File: config.mk
export PLATFORM = sky130hd
export DESIGN_NAME = fpu_issue_queue
export DESIGN_NICKNAME = d
export VERILOG_FILES = /design/src/rtl/fpu_pkg.sv /design/src/rtl/fpu_cmd_fifo.sv /design/src/rtl/fpu_issue_queue.sv
export SDC_FILE = /design/constraint.sdc
export NUM_CORES = 1
export LEC_CHECK = 0
export ABC_AREA = 0
export CORE_AREA = 2 2 141 198
export DETAILED_ROUTE_END_ITERATION = 6
export DIE_AREA = 0 0 143 200
export PLACE_DENSITY = 0.82
export SETUP_SLACK_MARGIN = 0.4
export SLEW_MARGIN = 20
export SYNTH_ARGS = -nofsm -noshare
export SYNTH_HDL_FRONTEND = slang
export SYNTH_SLANG_ARGS = --single-unit
File: constraint.sdc
create_clock -name clk -period 3.15 [get_ports clk]
set_input_delay 0.63 -clock clk [delete_from_list [all_inputs] [get_ports clk]]
set_output_delay 0.63 -clock clk [all_outputs]
set_load 0.02 [all_outputs]
File: src/rtl/fpu_pkg.sv
// Shared definitions for the FPU issue queue: op codes, field widths, class flags.
package fpu_pkg;

  localparam int unsigned WORD_W = 32;
  localparam int unsigned EXP_W  = 8;
  localparam int unsigned MAN_W  = 23;
  localparam int unsigned OP_W   = 2;
  localparam int unsigned FLG_W  = 4;

  localparam logic [OP_W-1:0] OP_ADD = 2'b00;
  localparam logic [OP_W-1:0] OP_SUB = 2'b01;
  localparam logic [OP_W-1:0] OP_MUL = 2'b10;
  localparam logic [OP_W-1:0] OP_DIV = 2'b11;

  localparam int unsigned FLG_NAN  = 3;
  localparam int unsigned FLG_INF  = 2;
  localparam int unsigned FLG_ZERO = 1;
  localparam int unsigned FLG_DEN  = 0;

  typedef enum logic [1:0] {
    ST_IDLE = 2'd0,
    ST_EXEC = 2'd1,
    ST_HOLD = 2'd2
  } iq_state_e;

  // IEEE-754 single class flags; all zero for a normal number
  function automatic logic [FLG_W-1:0] fp_class(input logic [WORD_W-1:0] word);
    logic [EXP_W-1:0] exp_f;
    logic [MAN_W-1:0] man_f;
    logic             exp_max;
    logic             exp_min;
    logic             man_zero;
    exp_f    = word[WORD_W-2 -: EXP_W];
    man_f    = word[MAN_W-1:0];
    exp_max  = (exp_f == {EXP_W{1'b1}});
    exp_min  = (exp_f == {EXP_W{1'b0}});
    man_zero = (man_f == {MAN_W{1'b0}});
    fp_class           = '0;
    fp_class[FLG_NAN]  = exp_max && !man_zero;
    fp_class[FLG_INF]  = exp_max &&  man_zero;
    fp_class[FLG_ZERO] = exp_min &&  man_zero;
    fp_class[FLG_DEN]  = exp_min && !man_zero;
  endfunction

endpackage

File: src/rtl/fpu_cmd_fifo.sv
// Synchronous command FIFO with a combinational head read and modulo-DEPTH pointers.
module fpu_cmd_fifo #(
  parameter int unsigned DEPTH = 4,
  parameter int unsigned WIDTH = 70
) (
  input  logic                     clk,
  input  logic                     rst,
  input  logic                     i_push,
  input  logic [WIDTH-1:0]         i_data,
  input  logic                     i_pop,
  output logic [WIDTH-1:0]         o_head,
  output logic                     o_full,
  output logic                     o_empty,
  output logic [$clog2(DEPTH):0]   o_count
);

  localparam int unsigned PTR_W = $clog2(DEPTH);
  localparam int unsigned CNT_W = PTR_W + 1;

  logic [WIDTH-1:0] r_mem [DEPTH];
  logic [PTR_W-1:0] r_wr_ptr;
  logic [PTR_W-1:0] r_rd_ptr;
  logic [CNT_W-1:0] r_count;
  logic             w_push;
  logic             w_pop;

  // Callers must not push when full or pop when empty; guard anyway
  assign w_push = i_push && !o_full;
  assign w_pop  = i_pop && !o_empty;

  assign o_full  = (r_count == CNT_W'(DEPTH));
  assign o_empty = (r_count == '0);
  assign o_count = r_count;
  assign o_head  = r_mem[r_rd_ptr];

  // Storage write; contents need no reset since reads are gated by occupancy
  always_ff @(posedge clk) begin
    if (w_push) begin
      r_mem[r_wr_ptr] <= i_data;
    end
  end

  // Pointer and occupancy update
  always_ff @(posedge clk) begin
    if (rst) begin
      r_wr_ptr <= '0;
      r_rd_ptr <= '0;
      r_count  <= '0;
    end else begin
      if (w_push) begin
        r_wr_ptr <= r_wr_ptr + PTR_W'(1);
      end
      if (w_pop) begin
        r_rd_ptr <= r_rd_ptr + PTR_W'(1);
      end
      if (w_push && !w_pop) begin
        r_count <= r_count + CNT_W'(1);
      end else if (w_pop && !w_push) begin
        r_count <= r_count - CNT_W'(1);
      end
    end
  end

endmodule

File: src/rtl/fpu_issue_queue.sv
// In-order, flow-controlled issue stage around a combinational FP arithmetic unit.
module fpu_issue_queue
  import fpu_pkg::*;
#(
  parameter int unsigned DEPTH = 4,
  parameter int unsigned TAG_W = 4
) (
  input  logic                    clk,
  input  logic                    rst,
  input  logic                    in_valid,
  output logic                    in_ready,
  input  logic [WORD_W-1:0]       in_a,
  input  logic [WORD_W-1:0]       in_b,
  input  logic [OP_W-1:0]         in_op,
  input  logic [TAG_W-1:0]        in_tag,
  output logic [WORD_W-1:0]       fpu_a,
  output logic [WORD_W-1:0]       fpu_b,
  output logic [OP_W-1:0]         fpu_op,
  input  logic [WORD_W-1:0]       fpu_result,
  output logic                    out_valid,
  input  logic                    out_ready,
  output logic [WORD_W-1:0]       out_result,
  output logic [TAG_W-1:0]        out_tag,
  output logic [FLG_W-1:0]        out_flags,
  output logic [$clog2(DEPTH):0]  count
);

  localparam int unsigned ENT_W = 2 * WORD_W + OP_W + TAG_W;

  iq_state_e         r_state;
  logic              r_out_valid;
  logic [WORD_W-1:0] r_out_result;
  logic [TAG_W-1:0]  r_out_tag;
  logic [FLG_W-1:0]  r_out_flags;

  logic              w_push;
  logic              w_pop;
  logic              w_full;
  logic              w_empty;
  logic [ENT_W-1:0]  w_entry;
  logic [ENT_W-1:0]  w_head;
  logic [WORD_W-1:0] w_head_a;
  logic [WORD_W-1:0] w_head_b;
  logic [OP_W-1:0]   w_head_op;
  logic [TAG_W-1:0]  w_head_tag;

  // No bypass: a full FIFO refuses a push even when it pops in the same cycle
  assign in_ready = !w_full && !rst;
  assign w_push   = in_valid && in_ready;
  assign w_pop    = (r_state == ST_EXEC);
  assign w_entry  = {in_a, in_b, in_op, in_tag};

  fpu_cmd_fifo #(
    .DEPTH (DEPTH),
    .WIDTH (ENT_W)
  ) u_fifo (
    .clk     (clk),
    .rst     (rst),
    .i_push  (w_push),
    .i_data  (w_entry),
    .i_pop   (w_pop),
    .o_head  (w_head),
    .o_full  (w_full),
    .o_empty (w_empty),
    .o_count (count)
  );

  assign w_head_a   = w_head[ENT_W-1 -: WORD_W];
  assign w_head_b   = w_head[ENT_W-WORD_W-1 -: WORD_W];
  assign w_head_op  = w_head[TAG_W+OP_W-1 -: OP_W];
  assign w_head_tag = w_head[TAG_W-1:0];

  // Present the head entry to the arithmetic unit; quiet zeros when empty
  assign fpu_a  = w_empty ? '0 : w_head_a;
  assign fpu_b  = w_empty ? '0 : w_head_b;
  assign fpu_op = w_empty ? '0 : w_head_op;

  // Sequencer: wait for work, let the unit settle a cycle, then hold the result until taken
  always_ff @(posedge clk) begin
    if (rst) begin
      r_state      <= ST_IDLE;
      r_out_valid  <= 1'b0;
      r_out_result <= '0;
      r_out_tag    <= '0;
      r_out_flags  <= '0;
    end else begin
      case (r_state)
        ST_IDLE: begin
          if (!w_empty) begin
            r_state <= ST_EXEC;
          end
        end
        ST_EXEC: begin
          r_out_result <= fpu_result;
          r_out_tag    <= w_head_tag;
          r_out_flags  <= fp_class(fpu_result);
          r_out_valid  <= 1'b1;
          r_state      <= ST_HOLD;
        end
        ST_HOLD: begin
          // Registered occupancy: a push in this same cycle is seen only next cycle
          if (out_ready) begin
            r_out_valid <= 1'b0;
            r_state     <= w_empty ? ST_IDLE : ST_EXEC;
          end
        end
        default: begin
          r_state     <= ST_IDLE;
          r_out_valid <= 1'b0;
        end
      endcase
    end
  end

  assign out_valid  = r_out_valid;
  assign out_result = r_out_result;
  assign out_tag    = r_out_tag;
  assign out_flags  = r_out_flags;

endmodule

==> results.sh, run 1 <==
export IMPL_antenna_found_initial=3
export IMPL_crit_path_max_incr_delay_ns=0.50
export IMPL_p_sw_mw=4.15
export IMPL_clkTransAtPathRegs_ns=0.07
export IMPL_fp_dieArea_um2=28600
export IMPL_pin_count=217
export IMPL_synthDistinctLibCells=33
export IMPL_critPathTopFamily="buffers and inverters"
export IMPL_synth_top_area_share_pct=66.4
export IMPL_critPathArrivalTime_ns=2.15
export IMPL_syn_area_per_cell_um2=18.4
export IMPL_hold_violations=0
export IMPL_ys_top_cells_by_count="280 x edfxtp_1, 80 x nand2_1, 70 x and2_1, 70 x mux4_2, 52 x dfxtp_1"
export IMPL_synthesis_nets=801
export IMPL_die_width_um=143
export IMPL_synth_edff_count=280
export IMPL_path_class="reg -> out"
export IMPL_clockBufferDepth=3
export IMPL_synthArstFlopShare_pct=0
export IMPL_max_clock_freq_mhz=360
export IMPL_finalCritPeriodShare_pct=88.2
export IMPL_clock_sinks=332
export IMPL_areaGrowthSynthToFinish_pct=33.5
export IMPL_drv_cap=0
export IMPL_first_pass_iters=7
export IMPL_numPortBuffers=216
export IMPL_synthTopCellsByArea="edfxtp_1 66%, mux4_2 12%, dfxtp_1 8.2%, and2_1 3.5%, nand2_1 2.4%"
export IMPL_ir_worst_vdd_mv=0.702
export IMPL_gr_total_overflow=0
export IMPL_p_int_mw=9.90
export IMPL_wire_per_inst_um=20.7
export IMPL_path_cells="buf_6 -> buf_6 -> buf_12 -> buf_16 -> mux4_2 -> and2_4 -> buf_6"
export IMPL_drtIter0Drc=461
export IMPL_cp_end_kind="output port"
export IMPL_worstPathRequired_ns=2.52
export IMPL_clock_latency_ns=0.54
export IMPL_fin_nets=1051
export IMPL_max_slew_margin_pct=50.0
export IMPL_grt_pass1_wl_mm=40.7
export IMPL_rsz0062_at_grt="true"
export IMPL_tritoncts="yes"
export IMPL_num_vias=6916
export IMPL_numCtsBuffers=30
export IMPL_powerDensity_nw_per_um2=831
export IMPL_setup_viol=0
export IMPL_cts_root_buffer="clkbuf_16"
export IMPL_die_h_um=200
export IMPL_yosys_warnings=0
export IMPL_ys_seq_elements=332
export IMPL_holdBufCountCts=0
export IMPL_coreArea_um2=26700
export IMPL_comb_power_share_pct=37.5
export IMPL_crit_path_start_kind="register"
export IMPL_fin_area_um2=16900
export IMPL_via_per_inst=5.21
export IMPL_leakage_nw=5.65
export IMPL_p_seq_share_pct=37.4
export IMPL_start_util_pct=47.3
export IMPL_finalPower_mw=14.0
export IMPL_drc=0
export IMPL_ys_seq_area_share_pct=74.6
export IMPL_grt_start_max_net_pins=71
export IMPL_track_usage_pct=19.0
export IMPL_wl_mm=27.5
export IMPL_synthCells=689
export IMPL_synth_area_um2=12700
export IMPL_skew_ns=0.0115
export IMPL_p_clk_share_pct=25.1
export IMPL_layout_drive_gt1_share_pct=30.6
export IMPL_yosysMostFrequentCell="edfxtp_1"
export IMPL_dp_hpwl_mm=16.0
export IMPL_htreeDepth=1
export IMPL_num_rows=71
export IMPL_final_setup_tns_ns=0
export IMPL_tightest_slew_ns=0.750
export IMPL_synth_area_leader_cell="edfxtp_1"
export IMPL_synth_flop_cell="edfxtp_1"
export IMPL_crit_path_frequent_cell="buf_6"
export IMPL_crit_path_top_delay_cell="mux4_2"
export IMPL_period_needed_ns=2.78
export IMPL_grt_pass1_vias=7203
export IMPL_path_buf_inv=5
export IMPL_place_area_um2=15200
export IMPL_final_max_slew_viol_count=0
export IMPL_gp_congestion=0.754
export IMPL_hp_class="in -> reg"
export IMPL_status="completed"
export IMPL_p_sw_share_pct=29.5
export IMPL_ant_nets=0
export IMPL_worst_path_max_fanout=5
layout make-up:
cell class                 count  area, um2
tap                          365        457
clock buffer                  36        795
sequential                   332       9460
antenna                        2       5.00
timing repair buffer         256       2950
fill                        1846       9840
multi-input combinational    315       3060
clock inverter                18        161
inverter                       4       15.0
registers in the layout (all words and copies together) (netlist names), 2 cells and up, named ones only:
name             count
u_fifo.o_count       3
u_fifo.r_rd_ptr      2
out_tag              4
u_fifo.r_mem       280
out_result          32
u_fifo.r_wr_ptr      2
out_flags            4
r_state              2
cell usage in the layout (no fill, tap or decap), drive strengths merged, types with 4 or more instances in the layout:
| cell type | synthesis | final |
|---|---|---|
| nor4 | 7 | 7 |
| dfxtp | 52 | 52 |
| clkbuf | 9 | 36 |
| nand2 | 80 | 80 |
| o21ai | 5 | 5 |
| nor2 | 15 | 15 |
| xor2 | 4 | 4 |
| mux4 | 70 | 70 |
| inv | 4 | 4 |
| and2 | 70 | 70 |
| ha | 5 | 5 |
| clkinv | 0 | 13 |
| clkdlybuf4s50 | 0 | 149 |
| edfxtp | 280 | 280 |
| buf | 29 | 107 |
| a21oi | 39 | 39 |
path summary, 6_finish.rpt:
path | startpoint | to | slack [ns] | cells past startpoint
max | register | fpu_b[21] | 0.37 | 7
min | rst | u_fifo.r_rd_ptr[0]$_SDFFE_PP0P_ | 0.42 | 2
max reg2reg | u_fifo.o_count[0]$_SDFFE_PP0P_ | u_fifo.o_count[2]$_SDFFE_PP0P_ | 0.64 | 9
min reg2reg | out_tag[1]$_SDFFE_PP0P_ | out_tag[1]$_SDFFE_PP0P_ | 0.45 | 2
power by group through the flow:
stage	clock network (mW)	registers, mW	logic, mW
5_1_grt	3.78	5.28	5.57
6_report	3.53	5.25	5.27
3_3_place_gp	0	5.33	4.15
2_1_floorplan	0	5.45	2.37
4_1_cts	3.60	5.25	4.95
3_5_place_dp	0	5.35	4.21
routing by layer:
| metal | GRT usage (%) | up-vias | share of wire [%] |
|---|---|---|---|
| met5 | 0 | - | 0.062 |
| met4 | 4.22 | 2 | 1.4 |
| met3 | 3.91 | 38 | 6.2 |
| met2 | 34.8 | 214 | 54 |
| met1 | 23.2 | 3492 | 38 |
| li1 | - | 3170 | - |
worst register-to-register path: cells and delay by family, from the launching register on:
kind / cells / cell delay (ns)
xor gates and xnor gates: 1 / 0.16
AOI/OAI and AO/OA: 1 / 0.14
buffers and inverters: 2 / 0.26
adders and majority gates: 2 / 0.56
DFF: 1 / 0.38
and+or+nand+nor: 3 / 0.95
logic make-up after synthesis:
logic type / share of synthesized area [%]
buffers and inverters: 2.58
DFF: 74.6
muxes: 12.5
adders and majority gates: 0.652
AOI/OAI and AO/OA: 1.90
and+or+nand+nor: 7.36
xor gates and xnor gates: 0.346
timing repair:
item / in CTS / in global routing
pin swaps: 3 / 0
endpoints found under the setup margin: 66 / 66
setup buffers: 13 / 0
cloned: 10 / 0
gates resized for setup: 407 / 67
metrics by stage:
stage               hold slack (ns)  std cells  worst slack, ns  util, %
floorplan                     0.485        689            0.646        -
global placement              0.441       1249            0.490     57.0
detailed placement            0.446       1249            0.434     57.0
CTS                           0.394       1326            0.315     62.5
global route                  0.409       1327            0.300     63.2
finish                        0.416       1328            0.371     63.2
Power figures use the tool's default switching activity.
==> run 2: changes to the inputs <==
Settings changed: CORE_AREA 2 2 141 198 to 2 2 154 216, DIE_AREA 0 0 143 200 to 0 0 156 218, PLACE_DENSITY 0.82 to 0.72.
==> run 2 against run 1 <==
  * Global-route usage down 2.2 points
  * Core utilization down 11 points
  * Die area up 19%
  * Routed wire length up 2.7%
  * Clock power up 10%
  * First-iteration DRC count down 16%
  * Critical endpoint is now fpu_a[22]
  * Combinational power down 8.5%
  * Highest routed layer is now met4
  * Fmax up 0.31%
  * Critical path depth down 2
==> results.sh, run 2 (same netlist as run 1, synthesis figures left out) <==
export IMPL_pin_count=217
export IMPL_rsz0062_at_grt="true"
export IMPL_final_max_slew_viol_count=0
export IMPL_first_pass_iters=4
export IMPL_die_width_um=156
export IMPL_worstPathRequired_ns=2.52
export IMPL_grt_start_max_net_pins=43
export IMPL_path_cells="buf_12 -> bufbuf_16 -> mux4_2 -> and2_4 -> buf_4"
export IMPL_wl_met3_mm=1.84
export IMPL_finalCritPeriodShare_pct=88.0
export IMPL_track_usage_pct=16.8
export IMPL_wire_per_inst_um=20.7
export IMPL_clockBufferDepth=3
export IMPL_via_per_inst=5.09
export IMPL_hold_violations=0
export IMPL_worst_r2r_cell_count=9
export IMPL_cp_depth=5
export IMPL_status="completed"
export IMPL_drc=0
export IMPL_drv_cap=0
export IMPL_layout_area_seq_um2=9460
export IMPL_areaGrowthSynthToFinish_pct=32.7
export IMPL_fin_nets=1051
export IMPL_regToRegSetupSlack_ns=0.58
export IMPL_hp_class="in -> reg"
export IMPL_crit_path_top_delay_cell="mux4_2"
export IMPL_clkTransAtPathRegs_ns=0.06
export IMPL_holdPathStages=2
export IMPL_numPortBuffers=216
export IMPL_fin_area_um2=16800
export IMPL_start_util_pct=39.4
export IMPL_whs_ns=0.435
export IMPL_final_setup_tns_ns=0
export IMPL_met1_length_mm=11.1
export IMPL_n_fill_cell=2602
export IMPL_crit_path_max_incr_delay_ns=0.50
export IMPL_reg2reg_from="u_fifo.o_count[0]$_SDFFE_PP0P_"
export IMPL_clock_latency_ns=0.51
export IMPL_clock_sinks=332
export IMPL_leakage_nw=5.60
export IMPL_gr_total_overflow=0
export IMPL_dp_hpwl_mm=16.0
export IMPL_path_class="reg -> out"
export IMPL_n_antenna_cell=0
export IMPL_ant_nets=0
export IMPL_powerDensity_nw_per_um2=832
export IMPL_num_vias=6930
export IMPL_numCtsBuffers=34
export IMPL_instances_no_fill=1362
export IMPL_highest_layer="met4"
export IMPL_skew_ns=0.0102
export IMPL_critPathTopFamily="buffers and inverters"
export IMPL_gp_congestion=0.713
export IMPL_crit_path_start_kind="register"
export IMPL_layout_common_cells="280 x edfxtp_1, 149 x clkdlybuf4s50_1, 80 x nand2_1, 70 x mux4_2, 49 x dfxtp_1"
export IMPL_r2r_end="u_fifo.o_count[2]$_SDFFE_PP0P_"
export IMPL_cts_root_buffer="clkbuf_16"
export IMPL_layout_drive_gt1_share_pct=27.0
export IMPL_ir_worst_vdd_mv=0.596
export IMPL_wl_mm=28.2
export IMPL_max_clock_freq_mhz=361
export IMPL_num_rows=78
export IMPL_grt_pass1_wl_mm=42.9
export IMPL_multi_input_area_um2=2990
export IMPL_worst_path_max_fanout=5
export IMPL_largest_register="u_fifo.r_mem"
export IMPL_critPathCapture="fpu_a[22]"
export IMPL_tritoncts="yes"
export IMPL_htreeDepth=2
export IMPL_path_buf_inv=3
export IMPL_antenna_found_initial=0
export IMPL_dp_cells=1285
export IMPL_place_area_um2=15300
export IMPL_route_met2_wl_mm=14.7
export IMPL_setup_viol=0
export IMPL_largest_register_ffs=280
export IMPL_grt_pass1_vias=7523
export IMPL_cp_end_kind="output port"
export IMPL_final_common_cell="edfxtp_1"
export IMPL_coreArea_um2=32100
export IMPL_max_slew_margin_pct=53.6
export IMPL_die_h_um=218
export IMPL_period_needed_ns=2.77
export IMPL_drtIter0Drc=385
export IMPL_tightest_slew_ns=0.696
export IMPL_fp_dieArea_um2=34000
export IMPL_critPathArrivalTime_ns=2.14
-- run 2: changes by cell type in the layout (fill, tap and decap cells not counted), moves of 4 or more --
| cell | previous run | this run |
|---|---|---|
| and2_1 | 1 | 33 |
| and2_4 | 69 | 37 |
| buf_16 | 12 | 7 |
| buf_2 | 2 | 29 |
| buf_4 | 14 | 9 |
| buf_6 | 64 | 33 |
| clkbuf_16 | 31 | 38 |
| clkinv_1 | 8 | 4 |
-- run 2: power breakdown --
group / total [mW] / internal (mW) / leakage [nW] / switching, mW
Sequential: 5.26 / 5.12 / 2.97 / 0.145
Clock: 3.89 / 2.30 / 0.518 / 1.58
Combinational: 4.82 / 2.35 / 2.12 / 2.46
Total: 14.0 / 9.77 / 5.60 / 4.19
-- run 2: layer usage --
metal  up-vias  track usage (%)
met5         -                0
met4         0             5.14
met3        39             4.19
met2       226             30.2
met1      3514             19.9
li1       3151                -
-- run 2: area by class of cell --
class                      instances  share of cell area [%]
clock inverter                    14                   0.767
clock buffer                      45                    5.69
tap                              400                    2.98
multi-input combinational        315                    17.8
inverter                           4                  0.0894
timing repair buffer             252                    16.4
sequential                       332                    56.3
-- run 2: what timing repair did --
item | CTS | global route
pin swaps | 2 | 1
gates cloned | 7 | 1
hold buffers | 0 | 0
buffers inserted | 9 | 1
setup endpoints to repair | 66 | 46
resized for setup | 276 | 93
-- run 2: worst min path at each step --
stage	start	slack, ns	endpoint
floorplan	u_fifo.r_rd_ptr[1]$_SDFFE_PP0P_	0.48	register
global placement	out_flags[3]$_SDFFE_PP0P_	0.44	out_flags[3]$_SDFFE_PP0P_
detailed placement	out_flags[3]$_SDFFE_PP0P_	0.44	out_flags[3]$_SDFFE_PP0P_
CTS	rst	0.42	u_fifo.o_count[1]$_SDFFE_PP0P_
global route	rst	0.43	u_fifo.o_count[1]$_SDFFE_PP0P_
finish	rst	0.43	u_fifo.o_count[2]$_SDFFE_PP0P_
-- run 2: stage by stage --
stage	power [mW]	setup WS (ns)	util, %
floorplan	7.82	0.646	-
global placement	9.63	0.506	47.7
detailed placement	9.67	0.452	47.7
CTS	13.8	0.326	51.7
global route	14.6	0.322	52.3
finish	14.0	0.379	52.3
==> run 3: changes to the inputs <==
Settings changed: PLACE_DENSITY 0.72 to 0.7.
Clock period 3.15 ns to 2.7 ns, I/O delays scaled along.
==> run 3 against run 2 <==
  * Sequential power is 16% higher
  * Power is 24% higher
  * Design area is 2.8% higher
  * Hold slack worse by 0.13 ns
  * Final cell count is 0.95% higher
  * Clock skew is 0.0077 ns higher
  * Die area stayed put
  * First-iteration DRC count is 2.6% lower
  * Non-clock buffer count is 12 higher
  * Register-to-register slack worse by 0.15 ns
  * Sequential share of layout area is 1.5 points lower
  * Largest cell class unchanged
  * Highest routed layer unchanged
==> results.sh, run 3 (same netlist as run 1, synthesis figures left out) <==
export IMPL_status="completed"
export IMPL_worst_slack_ns=0.0335
export IMPL_tightest_slew_ns=0.716
export IMPL_rsz0062_at_grt="true"
export IMPL_htreeDepth=1
export IMPL_worstPathRequired_ns=2.16
export IMPL_final_common_cell="edfxtp_1"
export IMPL_hold_violations=0
export IMPL_coreArea_um2=32100
export IMPL_final_max_slew_viol_count=0
export IMPL_fin_nets=1060
export IMPL_numPortBuffers=216
export IMPL_path_buf_inv=4
export IMPL_holdBufCountCts=0
export IMPL_fin_area_um2=17300
export IMPL_period_needed_ns=2.67
export IMPL_powerDensity_nw_per_um2=1000
export IMPL_max_clock_freq_mhz=375
export IMPL_via_per_inst=5.04
export IMPL_worst_path_max_fanout=7
export IMPL_dp_slack_ns=0.0561
export IMPL_finalCritPeriodShare_pct=98.8
export IMPL_clockBufferDepth=3
export IMPL_dp_hpwl_mm=15.8
export IMPL_drv_cap=0
export IMPL_num_rows=78
export IMPL_layout_common_cells="280 x edfxtp_1, 147 x clkdlybuf4s50_1, 79 x nand2_1, 70 x mux4_2, 66 x and2_4"
export IMPL_max_slew_margin_pct=52.2
export IMPL_leakage_nw=5.79
export IMPL_ant_nets=0
export IMPL_path_cells="buf_12 -> buf_8 -> buf_16 -> mux4_2 -> and2_4 -> buf_6"
export IMPL_crit_path_start_kind="register"
export IMPL_gr_total_overflow=0
export IMPL_die_h_um=218
export IMPL_gp_congestion=0.735
export IMPL_wire_per_inst_um=19.8
export IMPL_skew_ns=0.0179
export IMPL_cts_root_buffer="clkbuf_16"
export IMPL_met1_length_mm=10.8
export IMPL_cp_end_kind="output port"
export IMPL_layout_drive_gt1_share_pct=32.5
export IMPL_wl_met3_mm=1.82
export IMPL_num_vias=6934
export IMPL_first_pass_iters=6
export IMPL_cp_depth=6
export IMPL_highest_layer="met4"
export IMPL_largest_register_ffs=280
export IMPL_clock_latency_ns=0.56
export IMPL_pin_count=217
export IMPL_drc=0
export IMPL_grt_pass1_wl_mm=41.7
export IMPL_fin_util_pct=53.8
export IMPL_grt_pass1_vias=7397
export IMPL_areaGrowthSynthToFinish_pct=36.3
export IMPL_ir_worst_vdd_mv=0.739
export IMPL_crit_path_max_incr_delay_ns=0.50
export IMPL_grt_start_max_net_pins=49
export IMPL_clock_sinks=332
export IMPL_start_util_pct=39.4
export IMPL_route_met2_wl_mm=13.9
export IMPL_clkTransAtPathRegs_ns=0.07
export IMPL_fp_dieArea_um2=34000
export IMPL_critPathArrivalTime_ns=2.13
export IMPL_finalPower_mw=17.3
export IMPL_tritoncts="yes"
export IMPL_track_usage_pct=16.1
export IMPL_critPathTopFamily="buffers and inverters"
export IMPL_holdPathStages=2
export IMPL_place_area_um2=15400
export IMPL_wl_mm=27.2
export IMPL_antenna_found_initial=3
export IMPL_setup_viol=0
export IMPL_hp_class="in -> reg"
export IMPL_numCtsBuffers=31
export IMPL_worst_r2r_cell_count=10
export IMPL_largest_register="u_fifo.r_mem"
export IMPL_drtIter0Drc=375
export IMPL_path_class="reg -> out"
export IMPL_die_width_um=156
export IMPL_crit_path_top_delay_cell="mux4_2"
export IMPL_whs_ns=0.309
-- run 3: cell count changes in the layout (fill, tap and decap cells not counted), moves of 4 or more --
| cell | delta |
|---|---|
| buf_2 | -28 |
| bufinv_16 | +6 |
| clkbuf_16 | -7 |
| diode_2 | +4 |
| buf_4 | +8 |
| and2_1 | -29 |
| buf_6 | +31 |
| buf_12 | +5 |
| clkbuf_1 | -5 |
| and2_4 | +29 |
-- run 3: layer usage --
metal	vias to the layer above	track usage (%)
met5	-	0
met4	0	5.17
met3	41	3.86
met2	203	28.5
met1	3521	19.4
li1	3169	-
-- run 3: worst paths after layout --
kind,startpoint,slack [ns],end
setup / recovery,register,0.03,fpu_a[29]
hold / removal,rst,0.31,u_fifo.o_count[1]$_SDFFE_PP0P_
setup reg to reg,u_fifo.o_count[0]$_SDFFE_PP0P_,0.43,u_fifo.o_count[2]$_SDFFE_PP0P_
hold reg to reg,out_flags[0]$_SDFFE_PP0P_,0.45,out_flags[0]$_SDFFE_PP0P_
-- run 3: layout make-up --
cell class / count / area (um2)
timing repair buffer: 264 / 3070
multi-input combinational: 315 / 3100
clock inverter: 22 / 324
tap: 400 / 500
antenna: 4 / 10.0
sequential: 332 / 9460
fill: 2503 / 14800
clock buffer: 34 / 787
inverter: 4 / 15.0
-- run 3: power breakdown --
part / switching (mW) / internal, mW
Sequential: 0.144 / 5.97
Combinational: 3.07 / 3.42
Clock: 1.84 / 2.87
-- run 3: what timing repair did --
item                                    CTS  global route
setup buffers                            16             0
pin swaps                                14             1
cloned                                    9             0
gates resized for setup                 490             3
endpoints found under the setup margin   68            68
-- run 3: metrics by stage --
stage                     TNS [ns]  std cells
final                            0       1375
after global placement           0       1290
after CTS                  -0.0593       1371
after detailed placement         0       1290
after global routing        -0.673       1373
after floorplan                  0        689
==> patch 1: new RTL, flow settings as in run 1 <==
Register the output `count`, without a reset; this adds one clock of latency there. The other outputs are not delayed to match.
--- a/src/rtl/fpu_issue_queue.sv
+++ b/src/rtl/fpu_issue_queue.sv
@@ -26,6 +26,8 @@
 );
 
   localparam int unsigned ENT_W = 2 * WORD_W + OP_W + TAG_W;
+
+  logic [$clog2(DEPTH):0] count_d;
 
   iq_state_e         r_state;
   logic              r_out_valid;
@@ -62,7 +64,7 @@
     .o_head  (w_head),
     .o_full  (w_full),
     .o_empty (w_empty),
-    .o_count (count)
+    .o_count (count_d)
   );
 
   assign w_head_a   = w_head[ENT_W-1 -: WORD_W];
@@ -117,5 +119,9 @@
   assign out_tag    = r_out_tag;
   assign out_flags  = r_out_flags;
 
+  always_ff @(posedge clk) begin
+    count <= count_d;
+  end
+
 endmodule
 
Check against the original RTL: not equivalent (a bounded check fails within 4 cycles, from zero or initial values and one cycle with rst high).
==> patch 1 against run 1 <==
Total power decreased by 0.83%. Synthesized cell count increased by 0.44%. Final area decreased by 0.58%. Combinational power decreased by 8.0%. Via count increased by 0.82%. Die area unchanged. Maximum frequency increased by 0.17%. Routed wire length decreased by 3.0%. Setup slack improved by 0.0048 ns. Global-route usage decreased by 0.56 points. Sequential power increased by 1%. Area after synthesis increased by 0.33%. Critical endpoint is now fpu_b[0]. Sequential cell count increased by 3.
==> patch 1: results (changes against run 1) <==
[status]
status=finished, final reports clean

[global_route]
grt_util_all_layers_pct=18.45  ; -0.56 points
antenna_found_initial=1  ; -2
grt_max_degree=47  ; -34%
grt_pass1_vias=7199  ; -0.056%
grt_pass1_wl_um=40030  ; -1.7%
globalRouteOverflowTotal=0  ; unchanged

[worst_setup_path]
r2r_setup_slack_ns=0.59  ; -0.05 ns
critPathTopFamily=buffers and inverters
worst-path-max-fanout=7  ; +2

[synthesis]
yosysSeqAreaShare_pct=74.86  ; +0.23 points
ys_top_cells_by_count=edfxtp_1, nand2_1, and2_1, mux4_2, dfxtp_1
synthesis.nets=804  ; +0.37%
synth.area.top_cells=edfxtp_1, mux4_2, dfxtp_1, and2_1, nand2_1
syn_inst=692  ; +0.44%

[detailed_routing]
num_vias=6973  ; +0.82%
firstDrtPassIters=4  ; -3
vias_per_cell=5.212  ; about the same
wirelength_um=26640  ; -3.0%
initialDrtViolationCount=353  ; -23%

[placed_design]
place_congestion=0.7328  ; -2.8%
dp_hpwl_um=16300  ; +2.1%
place_inst=1257  ; +0.64%
place_ws_ns=0.3653  ; -0.06833 ns
postPlaceCellArea_um2=15380  ; +0.97%

[finish]
nets=1060  ; +0.86%
drive_above_1_share_pct=28.29  ; -2.3 points
nFillCells=1888  ; +2.3%

[timing]
skew_ns=0.01621  ; +0.004757 ns
max_slew_margin_pct=67.24  ; +17 points
holdWs_ns=0.3168  ; -0.09945 ns
period_share_pct=88.08  ; -0.15 points

[power]
p_sw_share_pct=29.63  ; +0.11 points
ir_worst_vdd_mv=0.7261  ; +3.4%
leakage_nw=5.632  ; -0.26%

[hold_path]
worstHoldEndpoint=u_fifo.o_count[2]$_SDFFE_PP0P_

[clocking]
numCtsBuffers=31  ; +3.3%
clock_latency_ns=0.56  ; +0.02 ns

==> patch 1: cell types whose count changed in the layout (fill, tap and decap cells not counted), sizes merged, moves of 2 or more <==
cell / delta
buf: +3
clkinv: -2
bufinv: +2
dfxtp: +3
clkinvlp: +3
==> patch 1: routing by layer <==
metal | part of all wire [%] | GRT usage (%) | up-vias | routed length, µm
met5 | 0 | 0 | - | 0
met4 | 1.8 | 4.657 | 0 | 489
met3 | 6.4 | 3.554 | 37 | 1704
met2 | 53 | 33.44 | 239 | 14100
met1 | 39 | 22.77 | 3528 | 10340
li1 | - | - | 3169 | -
==> patch 1: timing repair <==
item,CTS,global route
setup endpoints to repair,66,64
gates cloned,4,0
endpoints found under the hold margin,0,0
pin swaps,0,7
gates resized for setup,302,88
setup buffers,13,6
==> patch 1: final cells by class <==
class | count | area share [%]
flip-flops and latches | 335 | 56.63
multi-input cells | 315 | 17.82
repair buffers | 261 | 16.60
clock buffers | 35 | 4.705
well taps | 365 | 2.717
clock inverters | 22 | 1.422
inverters | 4 | 0.08934
diodes | 1 | 0.01489
==> patch 1: cell families (layout without fill, tap and decap cells) <==
family / count (synthesis) / count (layout) / synth area share (%)
other cells: 0 / 1 / 0
fa+ha+maj: 6 / 6 / 0.6501
compound gates: 46 / 46 / 1.891
mux: 71 / 71 / 12.49
buf+inv: 42 / 322 / 2.423
simple gates: 187 / 187 / 7.338
xor+xnor: 5 / 5 / 0.3447
flops: 335 / 335 / 74.86
==> patch 1: power groups by stage <==
stage	clock [W]	combinational (W)	sequential (W)
CTS	0.00383	0.00440	0.00532
global route	0.00400	0.00516	0.00536
finish	0.00376	0.00485	0.00532
detailed placement	0	0.00419	0.00545
floorplan	0	0.00233	0.00551
global placement	0	0.00415	0.00542
==> patch 1: worst register-to-register path, stage by stage (launching register included) <==
cell and delay [ns]:
dfxtp_1 0.37, or3_4 0.45, bufbuf_16 0.34, nand2_1 0.13, ha_1 0.18, inv_1 0.06
fa_1 0.37, xor2_1 0.15, or3_1 0.30, a21oi_1 0.14
==> patch 1: worst max-delay path by stage <==
stage               from                              to  cells after the start
6_report       flip-flop                        fpu_b[0]                      6
5_1_grt        flip-flop                        fpu_b[0]                      6
4_1_cts        flip-flop                       fpu_a[12]                      5
3_5_place_dp    in_valid  u_fifo.o_count[2]$_SDFFE_PP0P_                      9
3_3_place_gp    in_valid  u_fifo.o_count[2]$_SDFFE_PP0P_                      9
2_1_floorplan        rst    u_fifo.r_mem[0][0]$_DFFE_PP_                      3
==> patch 1: per-stage QoR <==
step	utilization, %	power (W)
2_1_floorplan	-	0.007839
3_3_place_gp	57.54	0.009574
3_5_place_dp	57.54	0.009640
4_1_cts	61.82	0.01356
5_1_grt	62.84	0.01452
6_report	62.85	0.01393
==> patch 2: new RTL, flow settings as in run 1 <==
Made on the original files. `TAG_W`: 4 -> 6.
--- a/src/rtl/fpu_issue_queue.sv
+++ b/src/rtl/fpu_issue_queue.sv
@@ -3,7 +3,7 @@
   import fpu_pkg::*;
 #(
   parameter int unsigned DEPTH = 4,
-  parameter int unsigned TAG_W = 4
+  parameter int unsigned TAG_W = 6
 ) (
   input  logic                    clk,
   input  logic                    rst,
Interface: changed (resized in_tag and out_tag); port bits go from 217 to 221. No check against the original RTL was run, so the function may have changed too.
==> patch 2 against run 1 <==
Sequential cell count up 10. Core utilization up 0.098 points. First-iteration DRC count down 14%. Routed wire length down 2.6%. Combinational power down 10%. Setup slack worse by 0.012 ns. Total power down 2.9%. Area after synthesis up 2.7%. Final area up 0.16%. Sequential power up 3%. Via count up 2.1%. Critical path type unchanged. Largest power group is now sequential cells. Highest routed layer unchanged.
==> patch 2: results (changes against run 1) <==
[synthesis]
synth.mux.area_fraction_pct=12.61  ; +0.080 points
synthesis.nets=822  ; +2.6%
synth_edf_count=288  ; +2.9%
ys_top_cells_by_count=edfxtp_1, nand2_1, and2_1, mux4_2, dfxtp_1
async_flop_share_pct=0  ; unchanged
synth_compound_area_share_pct=1.925  ; +0.028 points
ys_ff_latch=342  ; +3.0%
yosys.area_share.xor_xnor_pct=0.3369  ; -0.0090 points
synth_cell_types=30  ; -9.1%

[finish]
final_core_util_pct=63.31  ; +0.098 points
seqCellArea_um2=9737  ; +3.0%
drive_above_1_share_pct=27.44  ; -3.2 points
bufAreaShareNonClock_pct=15.90  ; -1.6 points
multi_input_area_share_pct=18.25  ; +0.13 points
n_antenna_cell=0  ; -2
nFillCells=1843  ; -0.16%
clockNetworkAreaShare_pct=5.558  ; -0.097 points
buffers_excl_clock=258  ; +0.78%
largest_reg_flops=288  ; +2.9%
multi_input_cells=324  ; +2.9%

[clocking]
cts_buffer_depth=3  ; unchanged
postCtsSetupBuffers=10  ; -3
cts.clk_slew.worst_paths_ns=0.06

[placed_design]
postPlaceCellArea_um2=15710  ; +3.1%
place_congestion=0.7306  ; -3.1%
io_buffers=220  ; +1.9%
place_inst=1276  ; +2.2%
dp_hpwl_um=16410  ; +2.8%

[global_route]
use_met1_pct=22.74  ; -0.47 points
grt_util_all_layers_pct=18.55  ; -0.46 points
antenna_found_initial=1  ; -2
grt_pass1_wl_um=40250  ; -1.2%
grt_pass1_vias=7237  ; +0.47%
use_met2_pct=33.67  ; -1.2 points
grt_max_degree=43  ; -39%

[worst_setup_path]
critPathTopFamily=multiplexers
critPathMaxStageDelay_ns=0.52  ; +0.02 ns
worst-path-max-fanout=7  ; +2

[power]
p_per_area_nw_per_um2=805.6  ; -3.1%
pg_clk_w=0.00349  ; -1%
intPower_w=0.009564  ; -3.4%
ir_worst_vdd_mv=0.7729  ; +10%

[detailed_routing]
wl_met2_um=14040  ; -5.5%
routedWlPerCell_um=19.83  ; -4.1%
initialDrtViolationCount=396  ; -14%
wl_met3_um=1717  ; +1.1%
wirelength_um=26750  ; -2.6%
num_vias=7059  ; +2.1%
wl_met1_um=10320  ; -1.8%
firstDrtPassIters=4  ; -3

[timing]
max_slew.worst_pin.slew_ns=0.9386  ; +0.1883 ns

[hold_path]
hold_path.class=reg2reg

[status]
status=finished, final reports clean

==> patch 2: changes by cell type after synthesis <==
cell | before | now
a21oi_1 | 39 | 41
o21ai_1 | 2 | 0
buf_6 | 4 | 2
nand3_2 | 1 | 0
buf_4 | 2 | 0
buf_1 | 2 | 0
buf_2 | 14 | 16
dfxtp_1 | 52 | 54
nand3_1 | 1 | 2
nand2_1 | 80 | 84
mux4_1 | 0 | 2
edfxtp_1 | 280 | 288
o21ai_0 | 3 | 5
clkbuf_1 | 9 | 14
==> patch 2: final timing paths <==
kind / end / cells after the start / startpoint / slack (ns)
hold reg to reg: out_tag[5]$_SDFFE_PP0P_ / 2 / out_tag[5]$_SDFFE_PP0P_ / 0.45
setup / recovery: fpu_b[14] / 6 / flip-flop / 0.36
setup reg to reg: u_fifo.o_count[2]$_SDFFE_PP0P_ / 8 / u_fifo.o_count[0]$_SDFFE_PP0P_ / 0.72
hold / removal: out_tag[5]$_SDFFE_PP0P_ / 2 / out_tag[5]$_SDFFE_PP0P_ / 0.45
